==> config.mk <==
export PLATFORM = sky130hd
export DESIGN_NAME = cmem_arb_flat
export DESIGN_NICKNAME = d
export VERILOG_FILES = /design/src/rtl/cmem_arb_if.sv /design/src/rtl/cmem_arb.sv /design/src/flat_wrapper.sv
export SDC_FILE = /design/constraint.sdc
export NUM_CORES = 1
export LEC_CHECK = 0
export BUFFER_PORTS_ARGS = -buffer_cell sky130_fd_sc_hd__buf_4
export CORE_ASPECT_RATIO = 0.5
export CORE_UTILIZATION = 35
export DETAILED_ROUTE_END_ITERATION = 7
export GPL_TIMING_DRIVEN = 0
export PLACE_DENSITY = 0.66
export SYNTH_ARGS = -nofsm -noshare
export SYNTH_HDL_FRONTEND = slang
export SYNTH_SLANG_ARGS = --single-unit
export TNS_END_PERCENT = 5
==> constraint.sdc <==
create_clock -name clk -period 2.4 [get_ports clk]
set_clock_uncertainty 0.2 [all_clocks]
set_input_delay 0.12 -clock clk [delete_from_list [all_inputs] [get_ports clk]]
set_output_delay 0.12 -clock clk [all_outputs]
set_load 0.1 [all_outputs]
==> src/rtl/cmem_arb_if.sv <==
// Port bundle for cmem_arb: two requester channels, the shared read-return path
// and the layer-memory strobe/address/data port.
interface cmem_arb_if #(
  parameter int AW = 12,
  parameter int DW = 20
);
  logic          r0_req;
  logic          r0_we;
  logic          r0_lock;
  logic [2:0]    r0_sel;
  logic [AW-1:0] r0_addr;
  logic [DW-1:0] r0_wdata;
  logic          r0_gnt;
  logic          r0_rvalid;

  logic          r1_req;
  logic          r1_we;
  logic          r1_lock;
  logic [2:0]    r1_sel;
  logic [AW-1:0] r1_addr;
  logic [DW-1:0] r1_wdata;
  logic          r1_gnt;
  logic          r1_rvalid;

  logic [DW-1:0] rdata;
  logic          cwr;
  logic          crd;
  logic [AW-1:0] caddr_wr;
  logic [AW-1:0] caddr_rd;
  logic [DW-1:0] cdata_wr;
  logic [DW-1:0] cdata_rd;
  logic [2:0]    csel;
  logic          err;

  // Arbiter side.
  modport slave (
    input  r0_req, r0_we, r0_lock, r0_sel, r0_addr, r0_wdata,
    input  r1_req, r1_we, r1_lock, r1_sel, r1_addr, r1_wdata,
    input  cdata_rd,
    output r0_gnt, r0_rvalid, r1_gnt, r1_rvalid, rdata,
    output cwr, crd, caddr_wr, caddr_rd, cdata_wr, csel, err
  );

  // Requesters plus memory, as seen from outside the arbiter.
  modport master (
    output r0_req, r0_we, r0_lock, r0_sel, r0_addr, r0_wdata,
    output r1_req, r1_we, r1_lock, r1_sel, r1_addr, r1_wdata,
    output cdata_rd,
    input  r0_gnt, r0_rvalid, r1_gnt, r1_rvalid, rdata,
    input  cwr, crd, caddr_wr, caddr_rd, cdata_wr, csel, err
  );
endinterface

==> src/rtl/cmem_arb.sv <==
// Two-requester arbiter for the layer memories: round-robin with optional lock
// ownership, a one-cycle registered command stage and a registered read return.
module cmem_arb #(
  parameter int AW      = 12,
  parameter int DW      = 20,
  parameter int LOCK_TO = 16
) (
  input logic       clk,
  input logic       reset,
  cmem_arb_if.slave bus
);

  localparam int            CW      = $clog2(LOCK_TO + 1);
  localparam logic [CW-1:0] TO_LAST = CW'(LOCK_TO - 1);

  logic          rr;
  logic          owner_valid;
  logic          owner_id;
  logic [CW-1:0] idle_cnt;
  logic          rd_id;

  logic          gnt0;
  logic          gnt1;
  logic          any_gnt;
  logic          win_id;
  logic          win_we;
  logic          win_lock;
  logic [2:0]    win_sel;
  logic [AW-1:0] win_addr;
  logic [DW-1:0] win_wdata;
  logic          win_legal;
  logic          owner_req;
  logic          timeout;

  // Grant decision: a valid owner excludes the other side, otherwise round-robin on contention.
  always_comb begin
    gnt0 = 1'b0;
    gnt1 = 1'b0;
    if (!reset) begin
      if (owner_valid) begin
        gnt0 = !owner_id && bus.r0_req;
        gnt1 = owner_id && bus.r1_req;
      end else if (bus.r0_req && bus.r1_req) begin
        gnt0 = !rr;
        gnt1 = rr;
      end else begin
        gnt0 = bus.r0_req;
        gnt1 = bus.r1_req;
      end
    end
  end

  assign bus.r0_gnt = gnt0;
  assign bus.r1_gnt = gnt1;
  assign any_gnt    = gnt0 | gnt1;
  assign win_id     = gnt1;

  assign win_we    = gnt1 ? bus.r1_we    : bus.r0_we;
  assign win_lock  = gnt1 ? bus.r1_lock  : bus.r0_lock;
  assign win_sel   = gnt1 ? bus.r1_sel   : bus.r0_sel;
  assign win_addr  = gnt1 ? bus.r1_addr  : bus.r0_addr;
  assign win_wdata = gnt1 ? bus.r1_wdata : bus.r0_wdata;
  assign win_legal = (win_sel != 3'd0) && (win_sel < 3'd6);

  assign owner_req = owner_id ? bus.r1_req : bus.r0_req;
  assign timeout   = owner_valid && !owner_req && (idle_cnt == TO_LAST);

  // Ownership, round-robin pointer and the idle watchdog on a held lock.
  always_ff @(posedge clk) begin
    if (reset) begin
      rr          <= 1'b0;
      owner_valid <= 1'b0;
      owner_id    <= 1'b0;
      idle_cnt    <= '0;
    end else begin
      if (timeout) begin
        owner_valid <= 1'b0;
        rr          <= !owner_id;
        idle_cnt    <= '0;
      end else if (owner_valid && !owner_req) begin
        idle_cnt <= idle_cnt + CW'(1);
      end else begin
        idle_cnt <= '0;
      end

      if (any_gnt) begin
        if (win_lock) begin
          owner_valid <= 1'b1;
          owner_id    <= win_id;
        end else begin
          owner_valid <= 1'b0;
          rr          <= !win_id;
        end
      end
    end
  end

  // Command stage: an accepted request drives the memory port for exactly the next cycle.
  always_ff @(posedge clk) begin
    if (reset) begin
      bus.cwr      <= 1'b0;
      bus.crd      <= 1'b0;
      bus.csel     <= '0;
      bus.caddr_wr <= '0;
      bus.caddr_rd <= '0;
      bus.cdata_wr <= '0;
      bus.err      <= 1'b0;
      rd_id        <= 1'b0;
    end else begin
      bus.cwr      <= 1'b0;
      bus.crd      <= 1'b0;
      bus.csel     <= '0;
      bus.caddr_wr <= '0;
      bus.caddr_rd <= '0;
      bus.cdata_wr <= '0;
      bus.err      <= (any_gnt && !win_legal) || timeout;
      if (any_gnt && win_legal) begin
        bus.csel <= win_sel;
        rd_id    <= win_id;
        if (win_we) begin
          bus.cwr      <= 1'b1;
          bus.caddr_wr <= win_addr;
          bus.cdata_wr <= win_wdata;
        end else begin
          bus.crd      <= 1'b1;
          bus.caddr_rd <= win_addr;
        end
      end
    end
  end

  // Read return: memory data sampled at the end of the read-strobe cycle, presented one cycle later.
  always_ff @(posedge clk) begin
    if (reset) begin
      bus.rdata     <= '0;
      bus.r0_rvalid <= 1'b0;
      bus.r1_rvalid <= 1'b0;
    end else begin
      bus.r0_rvalid <= bus.crd && !rd_id;
      bus.r1_rvalid <= bus.crd && rd_id;
      if (bus.crd) begin
        bus.rdata <= bus.cdata_rd;
      end
    end
  end

endmodule

==> src/flat_wrapper.sv <==
// flat-port wrapper written by rule: the top's interface ports become plain ports
module cmem_arb_flat 
#(
  parameter int AW      = 12,
  parameter int DW      = 20,
  parameter int LOCK_TO = 16
)
  (clk, reset, bus_r0_req, bus_r0_we, bus_r0_lock, bus_r0_sel, bus_r0_addr, bus_r0_wdata, bus_r1_req, bus_r1_we, bus_r1_lock, bus_r1_sel, bus_r1_addr, bus_r1_wdata, bus_cdata_rd, bus_r0_gnt, bus_r0_rvalid, bus_r1_gnt, bus_r1_rvalid, bus_rdata, bus_cwr, bus_crd, bus_caddr_wr, bus_caddr_rd, bus_cdata_wr, bus_csel, bus_err);
  cmem_arb_if #(.AW(AW), .DW(DW)) bus_i ();
  input logic clk;
  input logic reset;
  input wire logic [$bits(bus_i.r0_req)-1:0] bus_r0_req;
  input wire logic [$bits(bus_i.r0_we)-1:0] bus_r0_we;
  input wire logic [$bits(bus_i.r0_lock)-1:0] bus_r0_lock;
  input wire logic [$bits(bus_i.r0_sel)-1:0] bus_r0_sel;
  input wire logic [$bits(bus_i.r0_addr)-1:0] bus_r0_addr;
  input wire logic [$bits(bus_i.r0_wdata)-1:0] bus_r0_wdata;
  input wire logic [$bits(bus_i.r1_req)-1:0] bus_r1_req;
  input wire logic [$bits(bus_i.r1_we)-1:0] bus_r1_we;
  input wire logic [$bits(bus_i.r1_lock)-1:0] bus_r1_lock;
  input wire logic [$bits(bus_i.r1_sel)-1:0] bus_r1_sel;
  input wire logic [$bits(bus_i.r1_addr)-1:0] bus_r1_addr;
  input wire logic [$bits(bus_i.r1_wdata)-1:0] bus_r1_wdata;
  input wire logic [$bits(bus_i.cdata_rd)-1:0] bus_cdata_rd;
  output wire logic [$bits(bus_i.r0_gnt)-1:0] bus_r0_gnt;
  output wire logic [$bits(bus_i.r0_rvalid)-1:0] bus_r0_rvalid;
  output wire logic [$bits(bus_i.r1_gnt)-1:0] bus_r1_gnt;
  output wire logic [$bits(bus_i.r1_rvalid)-1:0] bus_r1_rvalid;
  output wire logic [$bits(bus_i.rdata)-1:0] bus_rdata;
  output wire logic [$bits(bus_i.cwr)-1:0] bus_cwr;
  output wire logic [$bits(bus_i.crd)-1:0] bus_crd;
  output wire logic [$bits(bus_i.caddr_wr)-1:0] bus_caddr_wr;
  output wire logic [$bits(bus_i.caddr_rd)-1:0] bus_caddr_rd;
  output wire logic [$bits(bus_i.cdata_wr)-1:0] bus_cdata_wr;
  output wire logic [$bits(bus_i.csel)-1:0] bus_csel;
  output wire logic [$bits(bus_i.err)-1:0] bus_err;
  assign bus_i.r0_req = bus_r0_req;
  assign bus_i.r0_we = bus_r0_we;
  assign bus_i.r0_lock = bus_r0_lock;
  assign bus_i.r0_sel = bus_r0_sel;
  assign bus_i.r0_addr = bus_r0_addr;
  assign bus_i.r0_wdata = bus_r0_wdata;
  assign bus_i.r1_req = bus_r1_req;
  assign bus_i.r1_we = bus_r1_we;
  assign bus_i.r1_lock = bus_r1_lock;
  assign bus_i.r1_sel = bus_r1_sel;
  assign bus_i.r1_addr = bus_r1_addr;
  assign bus_i.r1_wdata = bus_r1_wdata;
  assign bus_i.cdata_rd = bus_cdata_rd;
  assign bus_r0_gnt = bus_i.r0_gnt;
  assign bus_r0_rvalid = bus_i.r0_rvalid;
  assign bus_r1_gnt = bus_i.r1_gnt;
  assign bus_r1_rvalid = bus_i.r1_rvalid;
  assign bus_rdata = bus_i.rdata;
  assign bus_cwr = bus_i.cwr;
  assign bus_crd = bus_i.crd;
  assign bus_caddr_wr = bus_i.caddr_wr;
  assign bus_caddr_rd = bus_i.caddr_rd;
  assign bus_cdata_wr = bus_i.cdata_wr;
  assign bus_csel = bus_i.csel;
  assign bus_err = bus_i.err;
  cmem_arb #(.AW(AW), .DW(DW), .LOCK_TO(LOCK_TO)) u_core (.clk(clk), .reset(reset), .bus(bus_i));
endmodule
==> results.yml, run 1 <==
synth:
  synth_largest_area_cell: "dfxtp_1"
  syn_area_um2: 3040
  synth.area.top_cells: "dfxtp_1 53%, mux2i_1 17%, nor2_1 3.8%"
  synth_top_area_share_pct: 53.4
  syn_area_per_cell_um2: 10.8
  ys.flop_type: "dfxtp_1"
  ys_seq_area_share_pct: 53.4
  synth_warnings: 0
  ys_ff_latch: 81
  syn_nets: 382
  ys_async_sr_fraction_pct: 0
  synthCells: 282
  synth_edf_count: 0
  synth.distinct_cells: 38
timing:
  fmax_mhz: 432
  finalMaxSlewViolations: 0
  period_share_pct: 96.4
  setup_viol: 0
  finalSetupTns_ns: 0
  hold_violations: 0
  maxSlewHeadroom_pct: 51.8
  rsz0062_at_grt: "no"
  max_slew.worst_pin.slew_ns: 0.722
  min_period_ns: 2.31
drt:
  antenna_left: 0
  first_pass_iters: 4
  drt_iter0_drc: 76
  vias: 3080
  drc: 0
  wire_per_inst_um: 13.9
  viasPerCell: 4.56
  drt_wl_total_mm: 9.39
global_route:
  antenna_found_initial: 0
  grt_pass1_vias: 3120
  grt_first_pass_wirelength_mm: 14.2
  grt_use_total_pct: 20.4
  grt_overflow: 0
  grt_max_degree: 14
placed_design:
  post-dp-hpwl_mm: 6.05
  portBuffers: 171
  gp_congestion: 0.734
  placed_cell_area_um2: 4460
clock_network:
  cts_sinks: 81
  cts_buffers: 9
  clk_pin_slew_ns: 0.06
  h-tree-depth: 3
  cts_tree: "built"
  clock_path_buffers: 2
  clkLatencyLatePin_ns: 0.33
  cts_root_buf: "clkbuf_16"
power:
  p_per_area_nw_per_um2: 642
  seqPwrFrac_pct: 38.9
  p_sw_mw: 1.16
  internal_power_mw: 2.51
  p_clk_share_pct: 33.6
  ir_worst_vdd_mv: 0.411
  combPwrFrac_pct: 27.5
  leakage_nw: 2.73
  switching_share_pct: 31.6
final_layout:
  num_antenna_cells: 0
  nFillCells: 585
  final_area_um2: 5710
  fin_util_pct: 69.6
  layout-area-overhead-vs-synth_pct: 88.0
  final_nets: 659
  drive_gt1_share_pct: 38.3
die:
  pin_count: 172
  initial_core_util_pct: 37.0
  coreArea_um2: 8200
  row_count: 23
  die_y_um: 67.9
  die_w_um: 134
  dieArea_um2: 9080
hold_path:
  hold_path_class: "input pin to register"
  holdPathStages: 3
setup_path:
  worst_ep_required_time_ns: 2.40
  crit_path_max_fanout: 10
  arrival_ns: 2.32
  cp-start-kind: "register"
  end_kind: "register"
  rrSetupSlack_ns: 0.09
  path_class: "register to register"
  reg2reg_depth: 8
flow_run:
  maxCapViolCount: 0
outcome:
  outcome: "finished, final reports clean"
-- synthesized netlist by cell type (2+ instances only) --
| library cell | number |
|---|---|
| nand3_1 | 7 |
| buf_4 | 3 |
| mux2i_1 | 53 |
| nand2_1 | 3 |
| buf_2 | 5 |
| and3_1 | 3 |
| nor3_1 | 17 |
| inv_1 | 6 |
| a21oi_1 | 22 |
| dfxtp_1 | 81 |
| nor2_1 | 31 |
| a22oi_1 | 3 |
| nor3_2 | 9 |
| a31oi_1 | 2 |
| nand2b_1 | 2 |
| nand3b_1 | 2 |
| buf_6 | 4 |
| clkbuf_1 | 8 |
| ha_1 | 2 |
-- per-layer routing --
layer	global-route usage, %	part of all wire [%]	up-vias
li1	-	-	1533
met1	21.4	39	1443
met2	39.2	54	81
met3	4.96	4.3	23
met4	10.4	2.6	0
met5	0	0	-
-- layout by cell type, fill, tap and decap left out, drive strengths merged, types with 7 or more instances in the layout --
cell type    count
nor2            31
a21oi           22
buf            183
nor3            26
mux2i           54
inv              7
dfxtp           81
dlygate4sd3     92
nand3            7
clkbuf          19
-- worst max-delay path, stage by stage (launching register included) --
cell and delay [ns]:
dfxtp_1 0.32, buf_6 0.13, nor3b_2 0.05, or3_1 0.36
buf_2 0.16, buf_6 0.16, mux2i_1 0.14, dlygate4sd3_1 0.62
nor3_2 0.05
-- power groups by stage --
stage | clock network, mW | registers, mW | logic [mW]
finish | 1.23 | 1.43 | 1.01
global route | 1.31 | 1.43 | 1.05
CTS | 1.26 | 1.43 | 0.997
detailed placement | 0 | 1.45 | 0.869
global placement | 0 | 1.45 | 0.865
floorplan | 0 | 1.84 | 0.219
-- through the flow --
| step | std cells | total power [mW] | hold slack [ns] | setup WS, ns |
|---|---|---|---|---|
| global placement | 565 | 2.32 | 0.153 | 0.216 |
| detailed placement | 565 | 2.32 | 0.163 | 0.194 |
| CTS | 676 | 3.69 | 0.0633 | 0.0222 |
| floorplan | 282 | 2.06 | 0.0408 | 0.106 |
| global route | 676 | 3.80 | 0.0886 | 0.00524 |
| finish | 676 | 3.67 | 0.0754 | 0.0855 |
-- kinds of logic (layout without fill, tap and decap cells) --
group           after synthesis  after routing  synth area share (%)
compound gates               35             35                  7.50
xor+xnor                      2              2                 0.577
fa+ha+maj                     2              2                 0.824
buf+inv                      27            309                  4.94
flops                        81             81                  53.4
mux                          54             54                  18.2
simple gates                 81             81                  14.6
-- registers in the layout, indices dropped and copies added, names as in the netlist --
signal / count
u_core.bus.cwr: 1
u_core.owner_valid: 1
u_core.bus.csel: 3
u_core.bus.cdata_wr: 20
u_core.idle_cnt: 5
u_core.bus.r0_rvalid: 1
u_core.bus.r1_rvalid: 1
u_core.owner_id: 1
u_core.bus.caddr_wr: 12
u_core.bus.err: 1
u_core.bus.crd: 1
u_core.bus.caddr_rd: 12
u_core.rr: 1
u_core.bus.rdata: 20
u_core.rd_id: 1
-- timing repair --
item,4_1_cts,5_1_grt
setup buffers,0,0
hold buffers,95,0
gates resized for setup,0,9
setup endpoints to repair,0,7
endpoints found under the hold margin,69,0
-- area by class of cell --
class,count,area [µm²],area share (%)
timing repair buffer,266,2240,39.3
sequential,81,1620,28.4
multi-input combinational,174,1280,22.4
clock buffer,11,243,4.25
tap,112,140,2.45
buffer,20,125,2.19
clock inverter,5,31.3,0.548
inverter,7,28.8,0.504
-- final timing paths --
path,start,to
setup / recovery,u_core.owner_valid,u_core.bus.caddr_wr[3]
hold / removal,bus_r1_sel[2],u_core.rd_id
setup reg to reg,u_core.owner_valid,u_core.bus.caddr_wr[3]
hold reg to reg,u_core.idle_cnt[0],u_core.idle_cnt[0]
Power figures use the tool's default switching activity.
==> run 2: changes to the inputs <==
--- a/config.mk
+++ b/config.mk
@@ -12,2 +12,3 @@
 export GPL_TIMING_DRIVEN = 0
+export HOLD_SLACK_MARGIN = 0.12
 export PLACE_DENSITY = 0.66
--- a/constraint.sdc
+++ b/constraint.sdc
@@ -4,2 +4,2 @@
 set_output_delay 0.12 -clock clk [all_outputs]
-set_load 0.1 [all_outputs]
+set_load 0.005 [all_outputs]
==> run 2 against run 1 <==
Cell count up 1.0%. Highest routed layer unchanged. Fmax increased by 1.3%. Critical path type is now input pin to register. Die area unchanged. Largest cell class unchanged. Sequential share of layout area decreased by 0.36 points. Register-to-register slack improved by 0.03 ns. Hold slack better by 0.059 ns. Global-route usage rose by 0.30 points. Via count up 1.3%. Utilization rose by 0.88 points.
==> results.yml, run 2 (synthesis results as in run 1) <==
outcome:
  outcome: "finished, final reports clean"
die:
  die_y_um: 67.9
  die_w_um: 134
  coreArea_um2: 8200
  pin_count: 172
  dieArea_um2: 9080
  row_count: 23
  initial_core_util_pct: 37.0
hold_path:
  hold_path_class: "input pin to register"
final_layout:
  final_nets: 666
  top_regs: "u_core.bus.cdata_wr (20), u_core.bus.rdata (20)"
  final_area_um2: 5780
  num_antenna_cells: 0
  final_cell_count_no_fill: 683
  layout-area-overhead-vs-synth_pct: 90.4
  final_common_cell: "buf_4"
  drive_gt1_share_pct: 37.7
  fin_util_pct: 70.5
  nFillCells: 570
  mostFrequentLayoutCells: "175 x buf_4, 98 x dlygate4sd3_1, 81 x dfxtp_1"
global_route:
  grt_overflow: 0
  antenna_found_initial: 0
  grt_first_pass_wirelength_mm: 14.4
  grt_use_total_pct: 20.7
  grt_pass1_vias: 3142
  grt_max_degree: 14
power:
  p_sw_mw: 0.771
  combPwrFrac_pct: 18.9
  internal_power_mw: 2.51
  ir_worst_vdd_mv: 0.396
  total_power_mw: 3.28
  p_per_area_nw_per_um2: 567
  seqPwrFrac_pct: 43.5
  leakage_nw: 2.78
  switching_share_pct: 23.5
  p_clk_share_pct: 37.6
clock_network:
  clk_pin_slew_ns: 0.06
  h-tree-depth: 3
  cts_tree: "built"
  cts_buffers: 9
  clock_path_buffers: 2
  clkLatencyLatePin_ns: 0.33
  cts_root_buf: "clkbuf_16"
  cts_sinks: 81
timing:
  setup_viol: 0
  period_share_pct: 95.2
  hold_violations: 0
  max_slew.worst_pin.slew_ns: 0.722
  finalWorstSetupSlack_ns: 0.115
  min_period_ns: 2.28
  rsz0062_at_grt: "yes"
  finalSetupTns_ns: 0
  fmax_mhz: 438
  finalMaxSlewViolations: 0
  whs_ns: 0.135
  maxSlewHeadroom_pct: 51.9
setup_path:
  crit_top_cell: "dlygate4sd3_1"
  crit_family: "buffers and inverters"
  crit_path_max_fanout: 10
  cp-start-kind: "input pin"
  rrSetupSlack_ns: 0.12
  max_stage_delay_ns: 0.61
  path_buf_inv: 5
  path_class: "input pin to register"
  arrival_ns: 2.29
  slowest_stage: "dlygate4sd3_1"
  end_kind: "register"
  cp_cell_sequence: "dlygate4sd3_1 -> buf_4 -> nand2b_1 -> or3_1 -> buf_2 -> buf_8 -> mux2i_1 -> dlygate4sd3_1 -> nor3_2"
  worst_ep_required_time_ns: 2.40
placed_design:
  post-dp-hpwl_mm: 6.05
  portBuffers: 171
  post-place-ws_ns: 0.194
  placed_cell_area_um2: 4460
  gp_congestion: 0.734
  dp.cells: 565
drt:
  drt_wl_total_mm: 9.59
  drc: 0
  viasPerCell: 4.57
  drt_iter0_drc: 105
  wire_per_inst_um: 14.0
  first_pass_iters: 4
  vias: 3119
  antenna_left: 0
flow_run:
  maxCapViolCount: 0
[run 2: worst paths after layout]
check,startpoint,to,cells after the start
hold reg to reg,u_core.idle_cnt[0],u_core.idle_cnt[0],1
setup / recovery,bus_r1_req,u_core.bus.caddr_wr[1],9
setup reg to reg,u_core.owner_valid,u_core.bus.caddr_wr[1],8
hold / removal,reset,u_core.owner_valid,4
[run 2: cell type report]
| class | count | area [µm²] | area share (%) |
|---|---|---|---|
| Sequential cell | 81 | 1620 | 28.0 |
| Multi-Input combinational cell | 174 | 1280 | 22.1 |
| Clock inverter | 5 | 31.3 | 0.541 |
| Inverter | 7 | 28.8 | 0.498 |
| Tap cell | 112 | 140 | 2.42 |
| Clock buffer | 11 | 243 | 4.20 |
| Timing Repair Buffer | 273 | 2310 | 40.0 |
| Buffer | 20 | 129 | 2.23 |
[run 2: tightest hold or removal path, cell delays in order]
cell and delay [ns]:
buf_4 0.08, nand2b_1 0.11, nor4_1 0.07, a311oi_1 0.22
[run 2: timing repair]
| item | in CTS | in global routing |
|---|---|---|
| setup endpoints to repair | 0 | 7 |
| buffers inserted | 0 | 0 |
| hold buffers | 102 | 0 |
| endpoints found under the hold margin | 77 | 0 |
| resized for setup | 0 | 10 |
[run 2: power by group through the flow]
stage               sequential (mW)  combinational (mW)  clock [mW]
CTS                            1.43               0.604        1.26
finish                         1.43               0.620        1.23
global placement               1.45               0.464           0
floorplan                      1.46               0.204           0
detailed placement             1.45               0.467           0
global route                   1.43               0.661        1.31
[run 2: per-layer routing]
layer	GRT usage [%]	up-vias	wire length [µm]
li1	-	1551	-
met1	21.6	1459	3740
met2	40.5	86	5210
met3	4.96	23	409
met4	9.80	0	228
met5	0	-	0
==> run 3: changes to the inputs <==
Settings changed: ABC_AREA set to 1, PLACE_DENSITY 0.66 to 0.65, SETUP_SLACK_MARGIN set to 0.15.
Clock period 2.4 ns to 2.62 ns, I/O delays scaled along.
==> run 3 against run 2 <==
Cell count up 15%. Total power is 2.8% higher. Synthesized cell count grew 36%. Wire length rose by 4.1%. Global-route usage increased by 1.6 points. Hold slack better by 0.017 ns. Sequential share of layout area shrank 0.61 points. Clock power increased by 7%. Final area up 2.2%. Largest power group unchanged.
==> results.yml, run 3 <==
drt:
  wire_per_inst_um: 12.8
  viasPerCell: 4.36
  drt_iter0_drc: 133
  drt_wl_total_mm: 9.99
  drc: 0
  vias: 3412
  first_pass_iters: 4
  antenna_left: 0
timing:
  max_slew.worst_pin.slew_ns: 0.512
  finalMaxSlewViolations: 0
  rsz0062_at_grt: "yes"
  fmax_mhz: 416
  finalSetupTns_ns: 0
  period_share_pct: 91.8
  min_period_ns: 2.40
  setup_viol: 0
  hold_violations: 0
  maxSlewHeadroom_pct: 65.8
die:
  row_count: 24
  coreArea_um2: 8770
  die_w_um: 137
  initial_core_util_pct: 36.4
  die_y_um: 69.6
  pin_count: 172
  dieArea_um2: 9540
clock_network:
  cts_sinks: 81
  cts_root_buf: "clkbuf_16"
  h-tree-depth: 3
  clk_pin_slew_ns: 0.06
  cts_buffers: 9
  clkLatencyLatePin_ns: 0.33
  clock_path_buffers: 2
  cts_tree: "built"
outcome:
  outcome: "finished, final reports clean"
setup_path:
  worst_ep_required_time_ns: 2.69
  path_class: "input pin to register"
  end_kind: "register"
  crit_path_max_fanout: 10
  arrival_ns: 2.48
  cp-start-kind: "input pin"
placed_design:
  post-dp-hpwl_mm: 6.16
  gp_congestion: 0.757
  portBuffers: 170
global_route:
  grt_max_degree: 14
  grt_use_total_pct: 22.3
  grt_first_pass_wirelength_mm: 16.4
  antenna_found_initial: 0
  grt_pass1_vias: 3485
  grt_overflow: 0
synth:
  synthCells: 383
  ys.flop_type: "dfxtp_1"
  synth_largest_area_cell: "dfxtp_1"
  syn_area_um2: 3200
  yosysMostFrequentCell: "nand2_1"
  synth_top_area_share_pct: 50.7
  synth.area.top_cells: "dfxtp_1 51%, nand2_1 10%, nor2_1 7.4%"
  synth.distinct_cells: 30
  syn_nets: 483
  synth_common_cells: "85 x nand2_1, 81 x dfxtp_1, 63 x nor2_1, 38 x inv_1, 21 x nor2_4"
  synth_edf_count: 0
  syn_area_per_cell_um2: 8.34
  ys_async_sr_fraction_pct: 0
  ys_ff_latch: 81
  synth_warnings: 0
  ys_seq_area_share_pct: 50.7
final_layout:
  top_regs: "u_core.bus.cdata_wr (20), u_core.bus.rdata (20)"
  layout-area-overhead-vs-synth_pct: 85.0
  final_nets: 762
  final_common_cell: "buf_4"
  num_antenna_cells: 0
  fin_util_pct: 67.4
  drive_gt1_share_pct: 35.3
  mostFrequentLayoutCells: "170 x buf_4, 98 x dlygate4sd3_1, 85 x nand2_1"
power:
  leakage_nw: 2.98
  p_per_area_nw_per_um2: 570
  ir_worst_vdd_mv: 0.340
hold_path:
  hold_path_class: "input pin to register"
flow_run:
  maxCapViolCount: 0
==> run 3: repair_timing <==
action	CTS	global route
setup buffers	0	0
endpoints found under the hold margin	80	0
gates resized for setup	0	3
setup endpoints to repair	0	2
hold buffers	98	0
==> run 3: path summary, 6_finish.rpt <==
kind | startpoint | endpoint | slack [ns] | cells after the start
min reg2reg | u_core.idle_cnt[0] | u_core.idle_cnt[0] | 0.25 | 1
max reg2reg | u_core.owner_id | u_core.owner_id | 0.29 | 9
max | reset | u_core.owner_id | 0.22 | 10
min | bus_r1_req | u_core.idle_cnt[3] | 0.15 | 6
==> run 3: stage by stage <==
stage               total power, mW  instances  setup slack (ns)  hold slack (ns)  instance area, µm²
finish                         3.37        783             0.216            0.152                5910
global route                   3.54        783             0.127            0.181                5910
CTS                            3.39        783             0.190            0.140                5910
detailed placement             1.95        670             0.563            0.161                4620
global placement               1.94        670             0.605            0.152                4620
floorplan                      1.66        383             0.782           0.0659                3200
==> run 3: report_power, final <==
group          switching (mW)  internal, mW
logic                   0.324         0.391
registers              0.0342          1.32
clock network           0.480         0.829
==> run 3: final cells by class <==
type,count,area (µm²)
Multi-Input combinational cell,244,1320
Tap cell,117,146
Inverter,41,154
Fill cell,689,2860
Clock buffer,10,229
Sequential cell,81,1620
Timing Repair Buffer,268,2260
Buffer,17,109
Clock inverter,5,81.3
==> run 3: worst max-delay path: stages <==
cell and delay [ns]:
dlygate4sd3_1 0.54, buf_2 0.19, a21oi_4 0.22, nand2_4 0.10, buf_6 0.16, or2_2 0.30, nand3b_1 0.11, nand2_1 0.06
a21oi_1 0.11, dlygate4sd3_1 0.55
==> run 3: cell families (layout without fill, tap and decap cells) <==
| family | Yosys count | count (layout) | share of synthesized area, % |
|---|---|---|---|
| AO/OA/AOI/OAI | 30 | 30 | 5.25 |
| XOR/XNOR | 1 | 1 | 0.274 |
| adder cells (fa/ha/maj) | 2 | 2 | 0.783 |
| buffers and inverters | 58 | 341 | 8.10 |
| flip-flops | 81 | 81 | 50.7 |
| multiplexers | 12 | 12 | 3.76 |
| AND/OR/NAND/NOR | 199 | 199 | 31.1 |
==> run 3: layer usage <==
layer	wire length, µm	global-route usage [%]	share of wire, %
met1	3970	24.3	40
met2	5290	39.8	53
met3	447	7.09	4.5
met4	278	8.91	2.8
met5	0	0	0
